File: config.mk
export PLATFORM = sky130hd
export DESIGN_NAME = corelet_seq_ctrl
export DESIGN_NICKNAME = d
export VERILOG_FILES = /design/src/rtl/corelet_pkg.sv /design/src/rtl/sram_l0_feeder.sv /design/src/rtl/corelet_seq_ctrl.sv
export SDC_FILE = /design/constraint.sdc
export NUM_CORES = 1
export LEC_CHECK = 0
export CORE_ASPECT_RATIO = 2
export CORE_UTILIZATION = 50
export DETAILED_ROUTE_END_ITERATION = 16
export PLACE_DENSITY = 0.75
export REMOVE_ABC_BUFFERS = 1
export SLEW_MARGIN = 40
export SYNTH_ARGS = -nofsm -noshare
export SYNTH_HDL_FRONTEND = slang
export SYNTH_SLANG_ARGS = --single-unit
File: constraint.sdc
create_clock -name clk -period 4.8 [get_ports clk]
set_input_delay 0.96 -clock clk [delete_from_list [all_inputs] [get_ports clk]]
set_output_delay 0.96 -clock clk [all_outputs]
set_load 0.02 [all_outputs]
File: src/rtl/corelet_pkg.sv
// Shared types and constants for the corelet tile sequencer.
// Latency: n/a (types, constants and a helper function only).
// Backpressure: n/a.
package corelet_pkg;

    typedef enum logic [2:0] {
        IDLE,
        W_FILL,
        W_LOAD,
        EXEC,
        DRAIN,
        DONE
    } state_t;

    // {execute, kernel_load} instruction word driven into the corelet
    localparam logic [1:0] INST_IDLE  = 2'b00;
    localparam logic [1:0] INST_KLOAD = 2'b01;
    localparam logic [1:0] INST_EXEC  = 2'b10;

    function automatic int max2(input int a, input int b);
        return (a > b) ? a : b;
    endfunction

endpackage

File: src/rtl/sram_l0_feeder.sv
// Streams n consecutive xmem reads from base into L0, one per cycle.
// Latency: read issued combinationally; l0_wr follows one cycle later (xmem read latency).
// Backpressure: no new read while l0_full; a read already in flight still lands in L0's slack entry.
//
// Ports:
//   clk, reset          clock, sync active-high reset
//   active              enables issuing; counters clear whenever low
//   l0_full             L0 cannot accept another write
//   base, n             first xmem address and number of reads for this pass
//   xmem_cen, xmem_addr xmem read request (cen active low)
//   l0_wr               L0 write strobe, registered copy of the previous cycle's read
//   wr_cnt              L0 writes completed in this pass
//   last_wr             l0_wr for the final word of the pass
module sram_l0_feeder
    import corelet_pkg::*;
#(
    parameter int addr_w = 11,
    parameter int cnt_w  = 6
) (
    input  logic              clk,
    input  logic              reset,
    input  logic              active,
    input  logic              l0_full,
    input  logic [addr_w-1:0] base,
    input  logic [cnt_w-1:0]  n,
    output logic              xmem_cen,
    output logic [addr_w-1:0] xmem_addr,
    output logic              l0_wr,
    output logic [cnt_w-1:0]  wr_cnt,
    output logic              last_wr
);

    logic [cnt_w-1:0] rd_cnt;
    logic             issue;

    // rd_cnt saturates at n, so no read is issued past the end of the pass.
    // The address tracks rd_cnt, so it holds on its own while l0_full stalls.
    assign issue     = active && !l0_full && (rd_cnt < n);
    assign xmem_cen  = !issue;
    assign xmem_addr = active ? (base + addr_w'(rd_cnt)) : '0;
    assign last_wr   = l0_wr && (wr_cnt == (n - 1'b1));

    always_ff @(posedge clk) begin
        if (reset || !active) begin
            rd_cnt <= '0;
            wr_cnt <= '0;
            l0_wr  <= 1'b0;
        end else begin
            l0_wr <= issue;
            if (issue) begin
                rd_cnt <= rd_cnt + 1'b1;
            end
            if (l0_wr) begin
                wr_cnt <= wr_cnt + 1'b1;
            end
        end
    end

endmodule

File: src/rtl/corelet_seq_ctrl.sv
// Weight-stationary tile sequencer: per kij fill L0 with weights, kernel-load, execute, drain OFIFO to pmem.
// Latency: W_FILL col+1, W_LOAD col+row, EXEC n_act+2 (unstalled), DRAIN n_act+1 with ofifo_valid held high.
// Backpressure: l0_full stalls new xmem reads; an empty L0 pauses pops; ofifo_valid gates each drain pop.
//
// Ports:
//   clk, reset                     clock, sync active-high reset
//   start                          begins a tile from IDLE only
//   l0_full, ofifo_valid           corelet status
//   inst, l0_wr, l0_rd, ofifo_rd   corelet control
//   xmem_cen/wen/addr              activation/weight SRAM (read only)
//   pmem_cen/wen/addr              psum SRAM write port, registered
//   busy, done                     tile status
module corelet_seq_ctrl
    import corelet_pkg::*;
#(
    parameter int row     = 8,
    parameter int col     = 8,
    parameter int n_act   = 36,
    parameter int n_kij   = 9,
    parameter int xaddr_w = 11,
    parameter int paddr_w = 11,
    parameter int w_base  = 0,
    parameter int a_base  = 1024
) (
    input  logic               clk,
    input  logic               reset,
    input  logic               start,
    input  logic               l0_full,
    input  logic               ofifo_valid,
    output logic [1:0]         inst,
    output logic               l0_wr,
    output logic               l0_rd,
    output logic               ofifo_rd,
    output logic               xmem_cen,
    output logic               xmem_wen,
    output logic [xaddr_w-1:0] xmem_addr,
    output logic               pmem_cen,
    output logic               pmem_wen,
    output logic [paddr_w-1:0] pmem_addr,
    output logic               busy,
    output logic               done
);

    localparam int CNT_W = $clog2(max2(n_act, col + row) + 1);
    localparam int KIJ_W = $clog2(n_kij + 1);

    localparam logic [CNT_W-1:0]   COL_C     = CNT_W'(col);
    localparam logic [CNT_W-1:0]   N_ACT_C   = CNT_W'(n_act);
    localparam logic [CNT_W-1:0]   LOAD_LAST = CNT_W'(col + row - 1);
    localparam logic [KIJ_W-1:0]   KIJ_LAST  = KIJ_W'(n_kij - 1);
    localparam logic [xaddr_w-1:0] A_BASE_C  = xaddr_w'(a_base);

    state_t             state;
    state_t             state_nxt;
    logic [KIJ_W-1:0]   kij;
    // Shared phase counter: cycles in W_LOAD, L0 pops in EXEC, OFIFO pops in DRAIN.
    logic [CNT_W-1:0]   cnt;
    logic               cnt_inc;

    logic               fd_active;
    logic [xaddr_w-1:0] fd_base;
    logic [CNT_W-1:0]   fd_n;
    logic [CNT_W-1:0]   fd_wr_cnt;
    logic               fd_last_wr;
    logic [xaddr_w-1:0] w_addr_base;

    assign w_addr_base = xaddr_w'(w_base) + xaddr_w'(kij) * xaddr_w'(col);
    assign fd_active   = (state == W_FILL) || (state == EXEC);
    assign fd_base     = (state == EXEC) ? A_BASE_C : w_addr_base;
    assign fd_n        = (state == EXEC) ? N_ACT_C : COL_C;
    assign xmem_wen    = 1'b1;

    sram_l0_feeder #(
        .addr_w (xaddr_w),
        .cnt_w  (CNT_W)
    ) u_feeder (
        .clk       (clk),
        .reset     (reset),
        .active    (fd_active),
        .l0_full   (l0_full),
        .base      (fd_base),
        .n         (fd_n),
        .xmem_cen  (xmem_cen),
        .xmem_addr (xmem_addr),
        .l0_wr     (l0_wr),
        .wr_cnt    (fd_wr_cnt),
        .last_wr   (fd_last_wr)
    );

    always_comb begin
        state_nxt = state;
        inst      = INST_IDLE;
        l0_rd     = 1'b0;
        ofifo_rd  = 1'b0;
        cnt_inc   = 1'b0;
        busy      = 1'b1;
        done      = 1'b0;
        case (state)
            IDLE: begin
                busy = 1'b0;
                if (start) begin
                    state_nxt = W_FILL;
                end
            end
            W_FILL: begin
                if (fd_last_wr) begin
                    state_nxt = W_LOAD;
                end
            end
            W_LOAD: begin
                inst    = INST_KLOAD;
                // Weights leave L0 in the first col cycles; the rest lets them settle through the rows.
                l0_rd   = (cnt < COL_C);
                cnt_inc = (cnt != LOAD_LAST);
                if (cnt == LOAD_LAST) begin
                    state_nxt = EXEC;
                end
            end
            EXEC: begin
                inst = INST_EXEC;
                // Pop only words already written, so L0 can never underflow.
                l0_rd   = (cnt < fd_wr_cnt) && (cnt < N_ACT_C);
                cnt_inc = l0_rd;
                if (l0_rd && (cnt == N_ACT_C - 1'b1)) begin
                    state_nxt = DRAIN;
                end
            end
            DRAIN: begin
                ofifo_rd = ofifo_valid && (cnt < N_ACT_C);
                cnt_inc  = ofifo_rd;
                // Leave only once the last registered pmem write is on the bus.
                if ((cnt == N_ACT_C) && !pmem_cen) begin
                    state_nxt = (kij < KIJ_LAST) ? W_FILL : DONE;
                end
            end
            DONE: begin
                busy      = 1'b0;
                done      = 1'b1;
                state_nxt = IDLE;
            end
            default: begin
                busy      = 1'b0;
                state_nxt = IDLE;
            end
        endcase
    end

    always_ff @(posedge clk) begin
        if (reset) begin
            state     <= IDLE;
            kij       <= '0;
            cnt       <= '0;
            pmem_cen  <= 1'b1;
            pmem_wen  <= 1'b1;
            pmem_addr <= '0;
        end else begin
            state <= state_nxt;
            if ((state == IDLE) && start) begin
                kij <= '0;
            end else if ((state == DRAIN) && (state_nxt == W_FILL)) begin
                kij <= kij + 1'b1;
            end
            if (state_nxt != state) begin
                cnt <= '0;
            end else if (cnt_inc) begin
                cnt <= cnt + 1'b1;
            end
            // Each OFIFO pop becomes a pmem write on the following cycle.
            pmem_cen <= !ofifo_rd;
            pmem_wen <= !ofifo_rd;
            if (ofifo_rd) begin
                pmem_addr <= paddr_w'(kij) * paddr_w'(n_act) + paddr_w'(cnt);
            end
        end
    end

endmodule

==> out/qor.txt <==
status = finished, final reports clean
worst-case clock skew = 0.00440 ns
placed cell count = 369
Fin Setup TNS = 0 ns
post-CTS sizing = 0
Worst-Margin Slew = 0.698 ns
Synth Cell Area = 2500 um2
die width = 52.0 um
post-synthesis sequential area ratio = 0.305
Mapped Cells = 291
yosys warns = 0
number of flops mapped to enable cells by yosys = 0
clk slew on worst S/H paths = 0.07 ns
Crit Path Category = reg -> out
DRC = 0
Netlist cell types = 55
row count = 36
CP Capture Type = output pin
area of the core = 4820 um2
area share of the largest cell type after synthesis = 0.305
Setup Buffers After CTS = 0
Post-DP HPWL = 4060 um
Lkg Pwr = 1.15 nW
crit path DAT = 3.02 ns
Top FF cell, synth = dfxtp_1
Placer Congestion = 0.880
# diodes = 0
initial drt markers = 36
RSZ-0062 raised after global routing = false
Final Hold Vio Count = 0
clock buffer depth = 2
initial antenna violation count = 0
largest net degree at the start of global routing = 20
GR Overflow Total = 0
fin crit period = 3.98 ns
Critical Path RT = 3.84 ns
Slew Viols, Final = 0
PortBufs = 34
die area = 5300 um2
CTS Hold Buffers Added = 0
H-tree depth = 2
fin crit share = 0.830
Boundary Pins = 38
Hold Crit Class = reg -> reg
top post-synthesis cells by count = 38 x dfxtp_1, 33 x nor2_1, 28 x nand2_1
post-route ant nets = 0
Finish-stage setup viols = 0
crit-path max FO = 14
Via density = 5.55
Via Count = 2082
Pwr Total = 0.000569 W
synth top area cells = dfxtp_1 30%, ha_1 11%, xnor2_1 5.6%, nor2_1 5.0%, nand2_1 4.2%
chip height = 102 um
CTS sink count = 38
Peak VDD IR = 0.202 mV
Clock Latency Late Sink = 0.29 ns
PwrDens = 197 nW/um2
DRT Pass-1 Iters = 4
CTS tree = built
Clk Tree Root Cell = clkbuf_8
largest area contributor in the netlist = dfxtp_1
WL per Instance = 13.7 um
Critical Path Start Type = flip-flop
global-route usage over all layers = 0.218
first-pass GRT wire length = 8710 um
share of cells above drive strength 1 = 0.0723
Area Overhead vs Synth = 15.3%
Inserted Clock Buffers = 5
Fmax = 251 MHz
count of non-filler cells in the finished layout = 375
Routed WL = 5140 um
worst rel slew slack = 0.530
number of global-route vias before repair = 2019
Starting Density = 0.518
syn avg cell area = 8.58 um2
Post-synth ARST share = 0
most frequent cell after synthesis = dfxtp_1
nets = 348
Max-Cap Viols = 0
post-synthesis register bit count = 38
==> stage by stage <==
stage | hold slack, ns | utilization | setup slack (ns) | cell area (um2)
2_1_floorplan | 0.483 | - | 1.65 | 2370
3_3_place_gp | 0.436 | 0.580 | 1.18 | 2800
3_5_place_dp | 0.443 | 0.580 | 1.12 | 2800
4_1_cts | 0.453 | 0.598 | 0.803 | 2880
5_1_grt | 0.468 | 0.598 | 0.586 | 2880
6_report | 0.453 | 0.598 | 0.816 | 2880
==> flip-flops by register name, indices dropped and copies added (netlist names) <==
name / cells
u_feeder.wr_cnt: 6
u_feeder.rd_cnt: 6
pmem_wen: 1
cnt: 6
kij: 4
state: 3
pmem_addr: 11
u_feeder.l0_wr: 1
==> logic make-up after synthesis <==
family / after synthesis / share of synthesized area
and+or+nand+nor: 117 / 0.238
buffers and inverters: 34 / 0.0792
DFF: 38 / 0.305
other: 2 / 0.00301
muxes: 4 / 0.0160
xor gates and xnor gates: 22 / 0.0772
AOI/OAI and AO/OA: 50 / 0.156
adders and majority gates: 24 / 0.126
==> report_power, final <==
part / leakage [nW] / internal [W] / switching [W] / total, W
Clock: 0.0431 / 0.000111 / 0.000105 / 0.000216
Combinational: 0.805 / 0.0000142 / 0.0000188 / 0.0000330
Sequential: 0.306 / 0.000316 / 0.00000319 / 0.000320
Total: 1.15 / 0.000441 / 0.000127 / 0.000569
==> cells in the final DEF, fill, tap and decap left out, drive strengths merged, types with 2 or more instances in the layout <==
cell type,instances
buf,2
and2,7
inv,18
nor3b,3
a211oi,3
nand2,28
mux2i,4
o21ai,4
nor3,7
nand2b,8
a21o,5
a41oi,2
nand3b,2
o21a,2
o21ba,4
ha,22
nand3,5
a211o,3
a21oi,16
fa,2
dfxtp,38
a21boi,2
nor2,35
clkbuf,6
conb,3
xor2,6
clkdlybuf4s50,34
nand4,9
nor2b,4
nor4,2
xnor2,16
==> worst paths after layout <==
check	depth (start not counted)	end	slack (ns)	start
max	7	xmem_cen	0.82	state[2]
min	2	pmem_addr[5]	0.45	pmem_addr[5]
max reg2reg	7	cnt[4]	2.11	cnt[3]
min reg2reg	2	pmem_addr[5]	0.45	pmem_addr[5]
==> critical path, cell delays in order, from the launching register on <==
cell	delay, ns
dfxtp_1	0.57
nand3b_1	0.24
inv_1	0.12
ha_1	0.30
a211o_1	0.29
a2111oi_4	0.53
inv_1	0.11
clkdlybuf4s50_1	0.56
==> final cells by class <==
class	count	area [um2]
Timing Repair Buffer	36	355
Multi-Input combinational cell	220	1540
Inverter	18	67.6
Clock buffer	6	82.6
Fill cell	456	1940
Sequential cell	38	761
Tap cell	57	71.3
==> per-layer routing <==
layer / track usage / part of all wire / up-vias
met5: 0 / 0 / -
met2: 0.407 / 0.57 / 41
met1: 0.219 / 0.37 / 983
met4: 0.106 / 0.028 / 0
met3: 0.0432 / 0.030 / 14
li1: - / - / 1044
Note: power is estimated with default switching activity, not from simulation.
